## src/rtl/lsu_pkg.sv

```systemverilog
// Shared types for the load/store unit: memory opcodes, FSM states and op-class helpers.
package lsu_pkg;

    typedef enum logic [2:0] {
        LB  = 3'd0,
        LH  = 3'd1,
        LW  = 3'd2,
        LBU = 3'd3,
        LHU = 3'd4,
        SB  = 3'd5,
        SH  = 3'd6,
        SW  = 3'd7
    } lsu_op_e;

    typedef enum logic [2:0] {
        IDLE = 3'd0,
        REQ  = 3'd1,
        WAIT = 3'd2,
        RESP = 3'd3,
        ERR  = 3'd4
    } lsu_state_e;

    function automatic logic is_store(input lsu_op_e op);
        return (op == SB) || (op == SH) || (op == SW);
    endfunction

    function automatic logic is_load(input lsu_op_e op);
        return !is_store(op);
    endfunction

endpackage

```

## src/rtl/lsu_align.sv

```systemverilog
// Per-opcode data steering: store byte enables / lane replication, alignment check,
// and load lane extraction with sign or zero extension.
module lsu_align
    import lsu_pkg::*;
(
    input  lsu_op_e     op,
    input  logic [1:0]  addr_lo,
    input  logic [31:0] store_data,
    input  logic [31:0] rdata,
    output logic [3:0]  be,
    output logic [31:0] wdata,
    output logic        misaligned,
    output logic [31:0] load_data
);

    logic [31:0] lane_s;

    // Store enables, replicated write data and the misalignment flag.
    always_comb begin
        be         = 4'b1111;
        wdata      = store_data;
        misaligned = 1'b0;
        case (op)
            SB: begin
                be         = 4'b0001 << addr_lo;
                wdata      = {4{store_data[7:0]}};
                misaligned = 1'b0;
            end
            SH: begin
                be         = 4'b0011 << addr_lo;
                wdata      = {2{store_data[15:0]}};
                misaligned = addr_lo[0];
            end
            SW: begin
                be         = 4'b1111;
                wdata      = store_data;
                misaligned = (addr_lo != 2'b00);
            end
            LH, LHU: begin
                misaligned = addr_lo[0];
            end
            LW: begin
                misaligned = (addr_lo != 2'b00);
            end
            LB, LBU: begin
                misaligned = 1'b0;
            end
            default: begin
                be         = 4'b1111;
                wdata      = store_data;
                misaligned = 1'b0;
            end
        endcase
    end

    // Shift the addressed lane down to bit 0, then extend to a full word.
    always_comb begin
        lane_s = rdata >> {addr_lo, 3'b000};
        case (op)
            LB:      load_data = {{24{lane_s[7]}}, lane_s[7:0]};
            LH:      load_data = {{16{lane_s[15]}}, lane_s[15:0]};
            LBU:     load_data = {24'd0, lane_s[7:0]};
            LHU:     load_data = {16'd0, lane_s[15:0]};
            LW:      load_data = rdata;
            default: load_data = 32'd0;
        endcase
    end

endmodule

```

## src/rtl/lsu.sv

```systemverilog
// Load/store unit: single-outstanding request/grant/response data-memory master with
// registered writeback and error outputs, plus an optional response timeout.
module lsu
    import lsu_pkg::*;
#(
    parameter int unsigned TIMEOUT_CYCLES = 32'd0
) (
    input  logic        clk_i,
    input  logic        rst_ni,
    input  logic        valid_i,
    output logic        ready_o,
    input  logic [31:0] addr_i,
    input  logic [31:0] store_data_i,
    input  lsu_op_e     mem_op_i,
    input  logic [4:0]  rd_i,
    output logic        dmem_req_o,
    input  logic        dmem_gnt_i,
    output logic [31:0] dmem_addr_o,
    output logic        dmem_we_o,
    output logic [3:0]  dmem_be_o,
    output logic [31:0] dmem_wdata_o,
    input  logic        dmem_rvalid_i,
    input  logic [31:0] dmem_rdata_i,
    output logic        wb_valid_o,
    output logic        wb_we_o,
    output logic [4:0]  wb_rd_o,
    output logic [31:0] wb_data_o,
    output logic        err_o,
    output logic [31:0] err_addr_o
);

    lsu_state_e  state_r;
    lsu_op_e     op_r;
    logic [31:0] addr_r;
    logic [4:0]  rd_r;
    logic [31:0] cnt_r;

    lsu_op_e     align_op_s;
    logic [1:0]  align_addr_s;
    logic [3:0]  be_s;
    logic [31:0] wdata_s;
    logic        misaligned_s;
    logic [31:0] load_data_s;
    logic        ld_we_s;
    logic        timeout_s;

    // The align block sees the incoming instruction while idle and the latched one afterwards.
    always_comb begin
        if (state_r == IDLE) begin
            align_op_s   = mem_op_i;
            align_addr_s = addr_i[1:0];
        end else begin
            align_op_s   = op_r;
            align_addr_s = addr_r[1:0];
        end
        ld_we_s = is_load(op_r) && (rd_r != 5'd0);
        if (TIMEOUT_CYCLES != 32'd0) begin
            timeout_s = ((cnt_r + 32'd1) == TIMEOUT_CYCLES);
        end else begin
            timeout_s = 1'b0;
        end
    end

    lsu_align u_align (
        .op         (align_op_s),
        .addr_lo    (align_addr_s),
        .store_data (store_data_i),
        .rdata      (dmem_rdata_i),
        .be         (be_s),
        .wdata      (wdata_s),
        .misaligned (misaligned_s),
        .load_data  (load_data_s)
    );

    // Transaction FSM; every output is a register updated on the state transition.
    always_ff @(posedge clk_i or negedge rst_ni) begin
        if (!rst_ni) begin
            state_r      <= IDLE;
            op_r         <= LB;
            addr_r       <= 32'd0;
            rd_r         <= 5'd0;
            cnt_r        <= 32'd0;
            ready_o      <= 1'b1;
            dmem_req_o   <= 1'b0;
            dmem_addr_o  <= 32'd0;
            dmem_we_o    <= 1'b0;
            dmem_be_o    <= 4'd0;
            dmem_wdata_o <= 32'd0;
            wb_valid_o   <= 1'b0;
            wb_we_o      <= 1'b0;
            wb_rd_o      <= 5'd0;
            wb_data_o    <= 32'd0;
            err_o        <= 1'b0;
            err_addr_o   <= 32'd0;
        end else begin
            case (state_r)
                IDLE: begin
                    if (valid_i && ready_o) begin
                        op_r    <= mem_op_i;
                        addr_r  <= addr_i;
                        rd_r    <= rd_i;
                        ready_o <= 1'b0;
                        if (misaligned_s) begin
                            state_r    <= ERR;
                            err_o      <= 1'b1;
                            err_addr_o <= addr_i;
                        end else begin
                            state_r      <= REQ;
                            dmem_req_o   <= 1'b1;
                            dmem_addr_o  <= {addr_i[31:2], 2'b00};
                            dmem_we_o    <= is_store(mem_op_i);
                            dmem_be_o    <= be_s;
                            dmem_wdata_o <= wdata_s;
                        end
                    end
                end
                REQ: begin
                    // Request fields stay frozen until the bus grants.
                    if (dmem_gnt_i) begin
                        state_r    <= WAIT;
                        dmem_req_o <= 1'b0;
                        cnt_r      <= 32'd0;
                    end
                end
                WAIT: begin
                    if (dmem_rvalid_i) begin
                        state_r    <= RESP;
                        wb_valid_o <= 1'b1;
                        wb_we_o    <= ld_we_s;
                        wb_rd_o    <= rd_r;
                        wb_data_o  <= ld_we_s ? load_data_s : 32'd0;
                    end else if (timeout_s) begin
                        state_r    <= ERR;
                        err_o      <= 1'b1;
                        err_addr_o <= addr_r;
                    end else begin
                        cnt_r <= cnt_r + 32'd1;
                    end
                end
                RESP: begin
                    state_r    <= IDLE;
                    wb_valid_o <= 1'b0;
                    wb_we_o    <= 1'b0;
                    ready_o    <= 1'b1;
                end
                ERR: begin
                    state_r <= IDLE;
                    err_o   <= 1'b0;
                    ready_o <= 1'b1;
                end
                default: begin
                    state_r    <= IDLE;
                    dmem_req_o <= 1'b0;
                    wb_valid_o <= 1'b0;
                    wb_we_o    <= 1'b0;
                    err_o      <= 1'b0;
                    ready_o    <= 1'b1;
                end
            endcase
        end
    end

endmodule

```

## config.mk

```make
export PLATFORM = sky130hd
export DESIGN_NAME = lsu
export DESIGN_NICKNAME = d
export VERILOG_FILES = /design/src/rtl/lsu_pkg.sv /design/src/rtl/lsu_align.sv /design/src/rtl/lsu.sv
export SDC_FILE = /design/constraint.sdc
export NUM_CORES = 1
export LEC_CHECK = 0
export ABC_AREA = 1
export CAP_MARGIN = 20
export CORE_MARGIN = 5
export CORE_UTILIZATION = 48
export CTS_BUF_LIST = sky130_fd_sc_hd__clkbuf_8
export CTS_CLUSTER_DIAMETER = 30
export DETAILED_ROUTE_END_ITERATION = 12
export GPL_TIMING_DRIVEN = 0
export PLACE_DENSITY_LB_ADDON = 0.12
export SYNTH_ARGS = -nofsm -noshare
export SYNTH_HDL_FRONTEND = slang
export SYNTH_SLANG_ARGS = --single-unit
```

## constraint.sdc

```tcl
create_clock -name clk_i -period 2.78 [get_ports clk_i]
set_clock_uncertainty 0.15 [all_clocks]
set_input_delay 0.556 -clock clk_i [delete_from_list [all_inputs] [get_ports clk_i]]
set_output_delay 0.556 -clock clk_i [all_outputs]
set_load 0.01 [all_outputs]
```

### Word-level counts from Yosys, hierarchy flattened

Cells that the tools add are included.

| word-level totals | value |
|---|---|
| register bits | 154 |
| bits of input ports | 109 |

| cells by class | value |
|---|---|
| eq/ne operators | 22 |
| shift operators | 3 |
| muxes and demuxes | 25 |
| bitwise logic cells | 5 |
| reductions and logical operators | 27 |

Operators with widths:

| operator | number |
|---|---|
| $pmux 32 s5 | 1 |
| $pmux 32 s2 | 1 |
| $eq 3x3->1 const B | 11 |
| $mux 32 | 1 |
| $shr 32x5->16 | 1 |
| $mux 3 | 5 |
| $reduce_or 3->1 | 5 |
| $eq 3x2->1 const B | 4 |
| $reduce_and 3->1 | 4 |
| $pmux 3 s3 | 1 |
| $mux 1 | 8 |
| $ne 2x2->1 const B | 4 |
| $pmux 1 s2 | 4 |
| $pmux 4 s2 | 1 |
| $reduce_and 2->1 | 4 |
| $eq 3x1->1 const B | 2 |
| $logic_not 3->1 | 2 |
| $pmux 1 s3 | 2 |
| $not 1->1 | 5 |
| $reduce_bool 5->1 | 1 |
| $logic_or 1x1->1 | 4 |
| $reduce_and 4->1 | 1 |
| $reduce_or 2->1 | 2 |
| $shl 1x2->4 const A | 1 |
| 6 further kinds | 7 |

### Logic depth before layout (Yosys ltp)

| logic depth | value |
|---|---|
| word-level depth | 8 |
| gate-level depth with buffers | 14 |
| gate-level depth less buffers | 12 |

### By module

Synthesis repeated with hierarchy kept, for this count alone.

| second synthesis, totals | value |
|---|---|
| cell total of the unflattened synthesis | 984 |
| area total of the unflattened synthesis | 7,474.7 um^2 |

By module, submodules not included:

| module | instances | cells an instance | area each (um^2) |
|---|---|---|---|
| lsu | 1 | 658 | 6,080.8 |
| lsu_align | 1 | 326 | 1,393.8 |

### Worst setup path after synthesis

No wires, ideal clock.

| path | value |
|---|---|
| path type | register to register |
| from | reg state_r[0] |
| to | reg dmem_addr_o[29] |
| library setup time | 0.118 ns |
| arrival time | 1.674 ns |
| data required time | 2.512 ns |
| path slack | 0.838 ns |
| stages on the path, launching flop included | 14 |
| path buffers | 3 |
| clock period less this slack | 1.942 ns |
| cells stage by stage | dfrtp_1 > nor2_2 > buf_4 > nand3_1 > nand2_2 > nand3_4 > nand2_2 > inv_2 > nand2_2 > nand3_2 > buf_6 > buf_6 > nand2_1 > nand2_1 |

| on the way | value |
|---|---|
| word-level cells in the longest chain between the ends | 7 |
| elaborated cells on any way between the ends | 18 |
| those cells by class | eq/ne: 7; mux: 3; bitwise: 1; reduce/logical: 7 |

RTL lines:

| what | RTL line | RTL |
|---|---|---|
| start: declaration | lsu.sv:32 | `lsu_state_e state_r;` |
| start signal: assignment | lsu.sv:78 | `state_r <= IDLE;` |
| start signal: assignment | lsu.sv:104 | `state_r <= ERR;` |
| start signal: assignment | lsu.sv:108 | `state_r <= REQ;` |
| $logic_not 3->1 (*) | lsu.sv:49, lsu.sv:96 |  |
| $mux 3 | lsu.sv:49 | `if (state_r == IDLE) begin` |
| $eq 3x3->1 (tied with other cells) | lsu_align.sv:23 | `case (op)` |
| $reduce_or 3->1 (no source line) / $reduce_or 2->1 (equally long branches) | - |  |
| $pmux 1 s3 | lsu_align.sv:23 |  |
| $not 1->1 (no source line) | - |  |
| $reduce_and 3->1 (no source line) (*) | - |  |
| end signal: assignment | lsu.sv:110 | `dmem_addr_o <= {addr_i[31:2], 2'b00};` |
| end: declaration | lsu.sv:18 | `output logic [31:0] dmem_addr_o,` |

Every way passes the cells marked *; elsewhere a longest branch is shown, timed or not.
A chain may end at the register's enable or synchronous reset.

### Final worst setup path

| path | value |
|---|---|
| from | in addr_i[0] |
| to | reg dmem_addr_o[3] |

| on the way | value |
|---|---|
| word-level cells in the longest chain between the ends | 5 |

RTL lines:

| what | RTL line | RTL |
|---|---|---|
| start: declaration | lsu.sv:12 | `input logic [31:0] addr_i,` |
| $mux 2 (*) | lsu.sv:49 |  |
| $reduce_bool 2->1 | lsu_align.sv:37, lsu_align.sv:43 |  |
| $pmux 1 s3 (*) | lsu_align.sv:23 |  |
| $not 1->1 (no source line) (*) | - |  |
| $reduce_and 3->1 (no source line) (*) | - |  |

Marks and branches as above.

==> reports/qor.yml <==
grt_pass1_wl_mm: 38.3
status: "finished with violations"
initial_core_util: 0.486
detail_route.vias_per_cell: 5.11
comb_power_share: 0.593
areaGrowthSynthToFinish_pct: 42.0
floorplan.rows: 46
critical_path_required_ns: 3.01
yosys.cell_types.count: 26
final_total_negative_setup_slack_ns: 0
share_of_the_yosys_chip_area_belonging_to_registers: 0.501
route.detailed.wl_per_inst_um: 15.8
worstPathMaxFanout: 10
placed_cells_incl_taps: 1498
core_mm2: 0.0158
drv_slew: 0
cts.path.max_buffers: 2
pin_count_of_the_biggest_net_entering_global_routing: 81
grt_use_total: 0.259
final_hold_slack_ns: -0.0116
timing_worst_slew_pin_value_ns: 0.716
post-route-period-util: 0.869
synth.avg_cell_area_um2: 7.46
synth-async-reset-ratio: 1.00
postCtsHoldBufs: 0
cts-buffers-inserted: 17
cts_root_buffer: "sky130_fd_sc_hd__clkbuf_8"
net-switching-power_w: 0.00613
die_height_um: 137
clock_tree.htree_level_count: 4
reg2reg_depth: 11
arrival_ns: 2.65
total_leakage_power_nw: 5.59
rsz0062_at_grt: "no"
failed_checks: "negative hold slack"
postSynthRegisterBits: 154
finalCriticalPeriod_ns: 2.42
final_net_count: 1410
critical_path_class: "in -> reg"
insertion_delay_ns: 0.45
drt-total-wl_mm: 24.2
yosys.area.top_type_share: 0.498
synthDominantAreaCellType: "sky130_fd_sc_hd__dfrtp_1"
layout-drive-gt1-share: 0.0784
post-cts-setup-buffers: 0
clkPwrFrac: 0.137
die-area_mm2: 0.0187
post_synth_instance_area_mm2: 0.00769
post_synthesis_cells: 1031
timing.fmax_ghz: 0.414
drt_pass1_iterations: 6
hold_viol_final: 13
place.detailed.hpwl_mm: 18.3
post-route-drc-count: 0
worst_setup_path_end_kind: "register"
n_antenna_cell: 0
synth_flop_cell: "sky130_fd_sc_hd__dfrtp_1"
globalRoute.totalOverflow: 0
synth_enable_flop_cells: 0
internal-power_w: 0.00738
maxSlewHeadroom: 0.523
cts_tree: "done"
max_cap_violations: 0
initialDrtViolationCount: 519
netlist_top_cells_count: "485 x sky130_fd_sc_hd__nand2_1, 205 x sky130_fd_sc_hd__nand3_1, 153 x sky130_fd_sc_hd__dfrtp_1"
finish.cell_count_without_fillers: 1530
worst_hold_path_type: "in -> async"
critPathLaunchType: "input pin"
io_buffers: 249
postLayoutCoreUtil: 0.690
power.density_mw_per_mm2: 1240
horiz_die_dim_um: 137
yosys_warnings: 0
sw_frac_of_total: 0.454
share_seq_of_total_power: 0.270
ant_nets: 0
post_cts.resized_instances: 0
cts.reportedPaths.clkPinSlew_ns: 0.09
ioPinCount: 252
vdd_drop_max_mv: 0.675
synth.most_common_cell: "sky130_fd_sc_hd__nand2_1"
initial_antenna_violation_count: 0
synth_area_leaders: "sky130_fd_sc_hd__dfrtp_1 50%, sky130_fd_sc_hd__nand2_1 24%, sky130_fd_sc_hd__nand3_1 13%"
final_number_of_setup_violating_endpoints: 0
via_count: 7825
number_of_global_route_vias_before_repair: 7585
number_of_fillers_in_the_final_layout: 1349
cts.sink_count: 154
globalplace.congestion: 0.906
==> power groups by stage <==
stage                     registers [W]  clock network [W]  logic [W]
after floorplan                 0.00402                  0    0.00437
after detailed placement        0.00368                  0    0.00798
after global placement          0.00366                  0    0.00786
after global routing            0.00376            0.00197    0.00886
final                           0.00365            0.00186    0.00801
after CTS                       0.00364            0.00188    0.00803
==> layout by cell type (no fill, tap or decap) <==
cell,netlist,layout
sky130_fd_sc_hd__a21o_1,7,7
sky130_fd_sc_hd__a21oi_1,4,4
sky130_fd_sc_hd__a31oi_2,1,1
sky130_fd_sc_hd__buf_1,1,1
sky130_fd_sc_hd__buf_16,0,1
sky130_fd_sc_hd__buf_2,25,25
sky130_fd_sc_hd__buf_4,8,8
sky130_fd_sc_hd__buf_6,9,10
sky130_fd_sc_hd__bufinv_16,0,3
sky130_fd_sc_hd__clkbuf_1,20,20
sky130_fd_sc_hd__clkbuf_8,0,18
sky130_fd_sc_hd__clkdlybuf4s50_1,0,248
sky130_fd_sc_hd__clkinv_2,0,1
sky130_fd_sc_hd__clkinv_8,0,1
sky130_fd_sc_hd__clkinvlp_4,0,3
sky130_fd_sc_hd__conb_1,1,2
sky130_fd_sc_hd__dfrtp_1,153,153
sky130_fd_sc_hd__dfstp_2,1,1
sky130_fd_sc_hd__inv_1,44,44
sky130_fd_sc_hd__inv_2,5,5
sky130_fd_sc_hd__inv_6,0,6
sky130_fd_sc_hd__mux2_2,1,1
sky130_fd_sc_hd__nand2_1,485,485
sky130_fd_sc_hd__nand2_2,12,12
sky130_fd_sc_hd__nand3_1,205,205
sky130_fd_sc_hd__nand3_2,3,3
sky130_fd_sc_hd__nand3_4,1,1
sky130_fd_sc_hd__nand4_1,1,1
sky130_fd_sc_hd__nor2_1,11,11
sky130_fd_sc_hd__nor2_2,2,2
sky130_fd_sc_hd__nor2_4,1,1
sky130_fd_sc_hd__nor3_1,3,3
sky130_fd_sc_hd__o21ai_0,26,26
sky130_fd_sc_hd__o21ai_1,1,1
==> path summary, 6_finish.rpt <==
kind	start	to	slack (ns)
max	addr_i[0]	dmem_addr_o[3]$_DFFE_PN0P_	0.36
min	rst_ni	dmem_addr_o[7]$_DFFE_PN0P_	-0.01
max reg2reg	state_r[0]$_DFFE_PN0P_	dmem_addr_o[3]$_DFFE_PN0P_	0.37
min reg2reg	err_addr_o[28]$_DFFE_PN0P_	err_addr_o[28]$_DFFE_PN0P_	0.32
max in group asynchronous	rst_ni	wb_data_o[3]$_DFFE_PN0P_	1.67
min in group clk_i	err_addr_o[28]$_DFFE_PN0P_	err_addr_o[28]$_DFFE_PN0P_	0.32
==> critical path, cell delays in order <==
cell and delay, ns:
sky130_fd_sc_hd__clkdlybuf4s50_1 0.59, sky130_fd_sc_hd__inv_1 0.07, sky130_fd_sc_hd__nand3_1 0.09, sky130_fd_sc_hd__nand2_2 0.14, sky130_fd_sc_hd__nand2_2 0.23, sky130_fd_sc_hd__nand3_2 0.20
sky130_fd_sc_hd__nand3_2 0.19, sky130_fd_sc_hd__clkbuf_1 0.38, sky130_fd_sc_hd__nand2_1 0.10, sky130_fd_sc_hd__nand2_1 0.09
==> layer usage <==
metal,global-route usage,share of wire
met5,0,0
met4,0.0907,0.024
met3,0.0544,0.072
met2,0.421,0.47
met1,0.343,0.43
==> area by class of cell <==
class	instances	area, µm²	share of cell area
buffer	63	365	0.0334
clock buffer	18	248	0.0227
inverter	49	184	0.0168
timing repair buffer	250	2520	0.231
clock inverter	14	186	0.0171
tap	216	270	0.0247
sequential	154	3850	0.353
multi-input combinational	766	3290	0.302
==> metrics by stage <==
step                      area, µm²  setup slack [ns]  power [W]  hold WS [ns]
after floorplan                7700             0.838    0.00839         0.110
after global placement        10500             -5.25     0.0115         0.303
after detailed placement      10500           -0.0562     0.0117         0.307
after CTS                     10900             0.366     0.0136       0.00115
after global routing          10900             0.173     0.0146        0.0326
final                         10900             0.364     0.0135       -0.0116
==> cell families (layout without fill, tap and decap cells) <==
logic type,Yosys count,after routing,share of synthesized area
simple gates,724,724,0.397
flops,154,154,0.501
buf+inv,112,394,0.0714
compound gates,39,39,0.0286
other cells,1,2,0.000487
mux,1,1,0.00146
==> registers in the layout, summed over array words and instances, names as in the netlist, 2 cells and up <==
signal / count
wb_rd_o: 5
addr_r: 2
state_r: 3
wb_data_o: 32
dmem_be_o: 4
err_addr_o: 32
rd_r: 5
dmem_addr_o: 30
dmem_wdata_o: 32
op_r: 3
Note: power is estimated with default switching activity, not from simulation.
==> edit (same settings) <==
The 5 states of `lsu_state_e` get a one-hot encoding in 5 bits.
--- a/src/rtl/lsu_pkg.sv
+++ b/src/rtl/lsu_pkg.sv
@@ -12,12 +12,12 @@
         SW  = 3'd7
     } lsu_op_e;
 
-    typedef enum logic [2:0] {
-        IDLE = 3'd0,
-        REQ  = 3'd1,
-        WAIT = 3'd2,
-        RESP = 3'd3,
-        ERR  = 3'd4
+    typedef enum logic [4:0] {
+        IDLE = 5'b00001,
+        REQ  = 5'b00010,
+        WAIT = 5'b00100,
+        RESP = 5'b01000,
+        ERR  = 5'b10000
     } lsu_state_e;
 
     function automatic logic is_store(input lsu_op_e op);
Formal check against the unedited RTL: no difference found for any inputs over 4 cycles, from zero or initial values and one cycle with rst_ni low; so few cycles prove little.
==> edit against the original RTL <==
First-iteration DRC count fell by 19%. Setup slack got worse by 160 ps. Cell area fell by 0.86%. Wire length fell by 4.3%. Final cell count fell by 0.59%. Worst hold slack improved by 340 ps. Total power fell by 1.3%. Die area fell by 0.96%. Synthesized area fell by 1.0%. Sequential cell count rose by 2. Fmax fell by 6.2%. Highest routed layer unchanged.
==> edit: results <==
[run_status]
outcome = finished, final reports clean

[finish]
top_regs = dmem_wdata_o (32), err_addr_o (32), wb_data_o (32)
diodes = 0
fin_nets = 1401
nFillCells = 1349
final_layout_size_suffix_gt1_share_pct = 7.893

[cts]
cts-root-buf = clkbuf_8
ctsLongestPathBuffers = 2
post_cts_buffers = 0
ctsHtreeMaxLevel = 4
numCtsBuffers = 17
path_clk_slew_ps = 90
clk-insertion-delay-late_ps = 460

[yosys]
synthTopCellsByCount = nand2_1 (530), dfrtp_1 (154), nand3_1 (107)
synth-adder-area-share_pct = 0
synth_cell_types = 29
synth_area_leaders = dfrtp_1 (51%), nand2_1 (26%), nand3_1 (7.0%)
synth_mux_area_share_pct = 0
ys_seq_area_share_pct = 51.30
synth_compound_area_share_pct = 4.354
ys_warn_count = 0
synthXorXnorAreaFrac_pct = 0
synth-async-reset-ratio_pct = 100.0

[route]
wl_met3_um = 1939
route.vias.total = 7516
wl_um = 23170
dr.first_iter.drc_count = 420
firstDrtPassIters = 4
met1_length_um = 9741
wl_met2_um = 10780
highest_layer = met4

[run]
maxCapViolCount = 0

[grt]
antenna_found_initial = 0
grt_pass1_vias = 7365
track_usage_pct = 25.38
grt_pass1_wl_um = 36920
grt_max_degree = 88

[place]
place.gp.congestion = 0.9251
dp_hpwl_um = 17410
io_buffers = 249

[critical_path]
arrival_ps = 2780
critPathMaxFanout = 10
cp_slowest_cell = dfstp_2
cp_slowest_stage_delay_ps = 540

[sta]
max_freq_mhz = 388.2
worstMarginPinSlew_ps = 711.7

[min_path]
holdCritPathClass = reg -> reg

[power_and_ir_drop]
ir_worst_vdd_uv = 607.6
p_sw_share_pct = 45.65
leakage_nw = 5.575
[edit: logic make-up (layout without fill, tap and decap cells)]
logic type,Yosys count,after routing
other,1,2
buffers and inverters,122,405
AND/OR/NAND/NOR,679,679
flip-flops,156,156
AO/OA/AOI/OAI,63,63
[edit: worst max-delay path: cells and delay by family (launching register included)]
family	cells	cell delay, ps
flip-flops	1	540
AND/OR/NAND/NOR	8	1000
buffers and inverters	3	590
AO/OA/AOI/OAI	1	190
[edit: through the flow]
step	setup WS [ps]	utilization [%]	std cells	area, um2
after CTS	155.1	68.88	1521	10820
after global placement	-5471	66.07	1487	10380
after global routing	4.681	68.93	1521	10830
after floorplan	673.8	-	1022	7619
final	204.2	68.93	1521	10830
after detailed placement	-87.35	66.28	1488	10410
[edit: repair_timing]
item / 4_1_cts / 5_1_grt
endpoints found under the setup margin: 0 / 2
hold buffers: 1 / 0
hold endpoints to repair: 69 / 0
resized for setup: 0 / 2
[edit: metal layers]
| layer | track usage [%] | vias up |
|---|---|---|
| li1 | - | 3728 |
| met1 | 32.39 | 3487 |
| met2 | 40.46 | 252 |
| met3 | 8.179 | 49 |
| met4 | 9.686 | 0 |
| met5 | 0 | - |
[edit: final cells by class]
type,instances,area share [%]
inverter,74,2.588
sequential,156,36.07
buffer,48,2.530
timing repair buffer,251,23.41
multi-input combinational,744,29.23
clock buffer,18,2.287
tap,216,2.495
clock inverter,14,1.398
[edit: final timing paths]
check | depth (start not counted) | slack, ps | to | start
worst max-delay path | 12 | 200 | dmem_wdata_o[22] | state_r[0]
worst min-delay path | 2 | 330 | err_addr_o[9] | err_addr_o[9]
worst max register to register | 12 | 200 | dmem_wdata_o[22] | state_r[0]
worst min register to register | 2 | 330 | err_addr_o[9] | err_addr_o[9]
max in group asynchronous | 3 | 1160 | state_r[0] | rst_ni
min in group asynchronous | 2 | 480 | wb_data_o[14] | rst_ni
[edit: power groups by stage]
stage          Clock (mW)  Sequential (mW)  Combinational, mW
2_1_floorplan           0             4.13               4.21
4_1_cts              1.76             3.75               7.91
6_report             1.73             3.75               7.86
3_5_place_dp            0             3.77               7.88
3_3_place_gp            0             3.76               7.76
5_1_grt              1.85             3.87               8.72
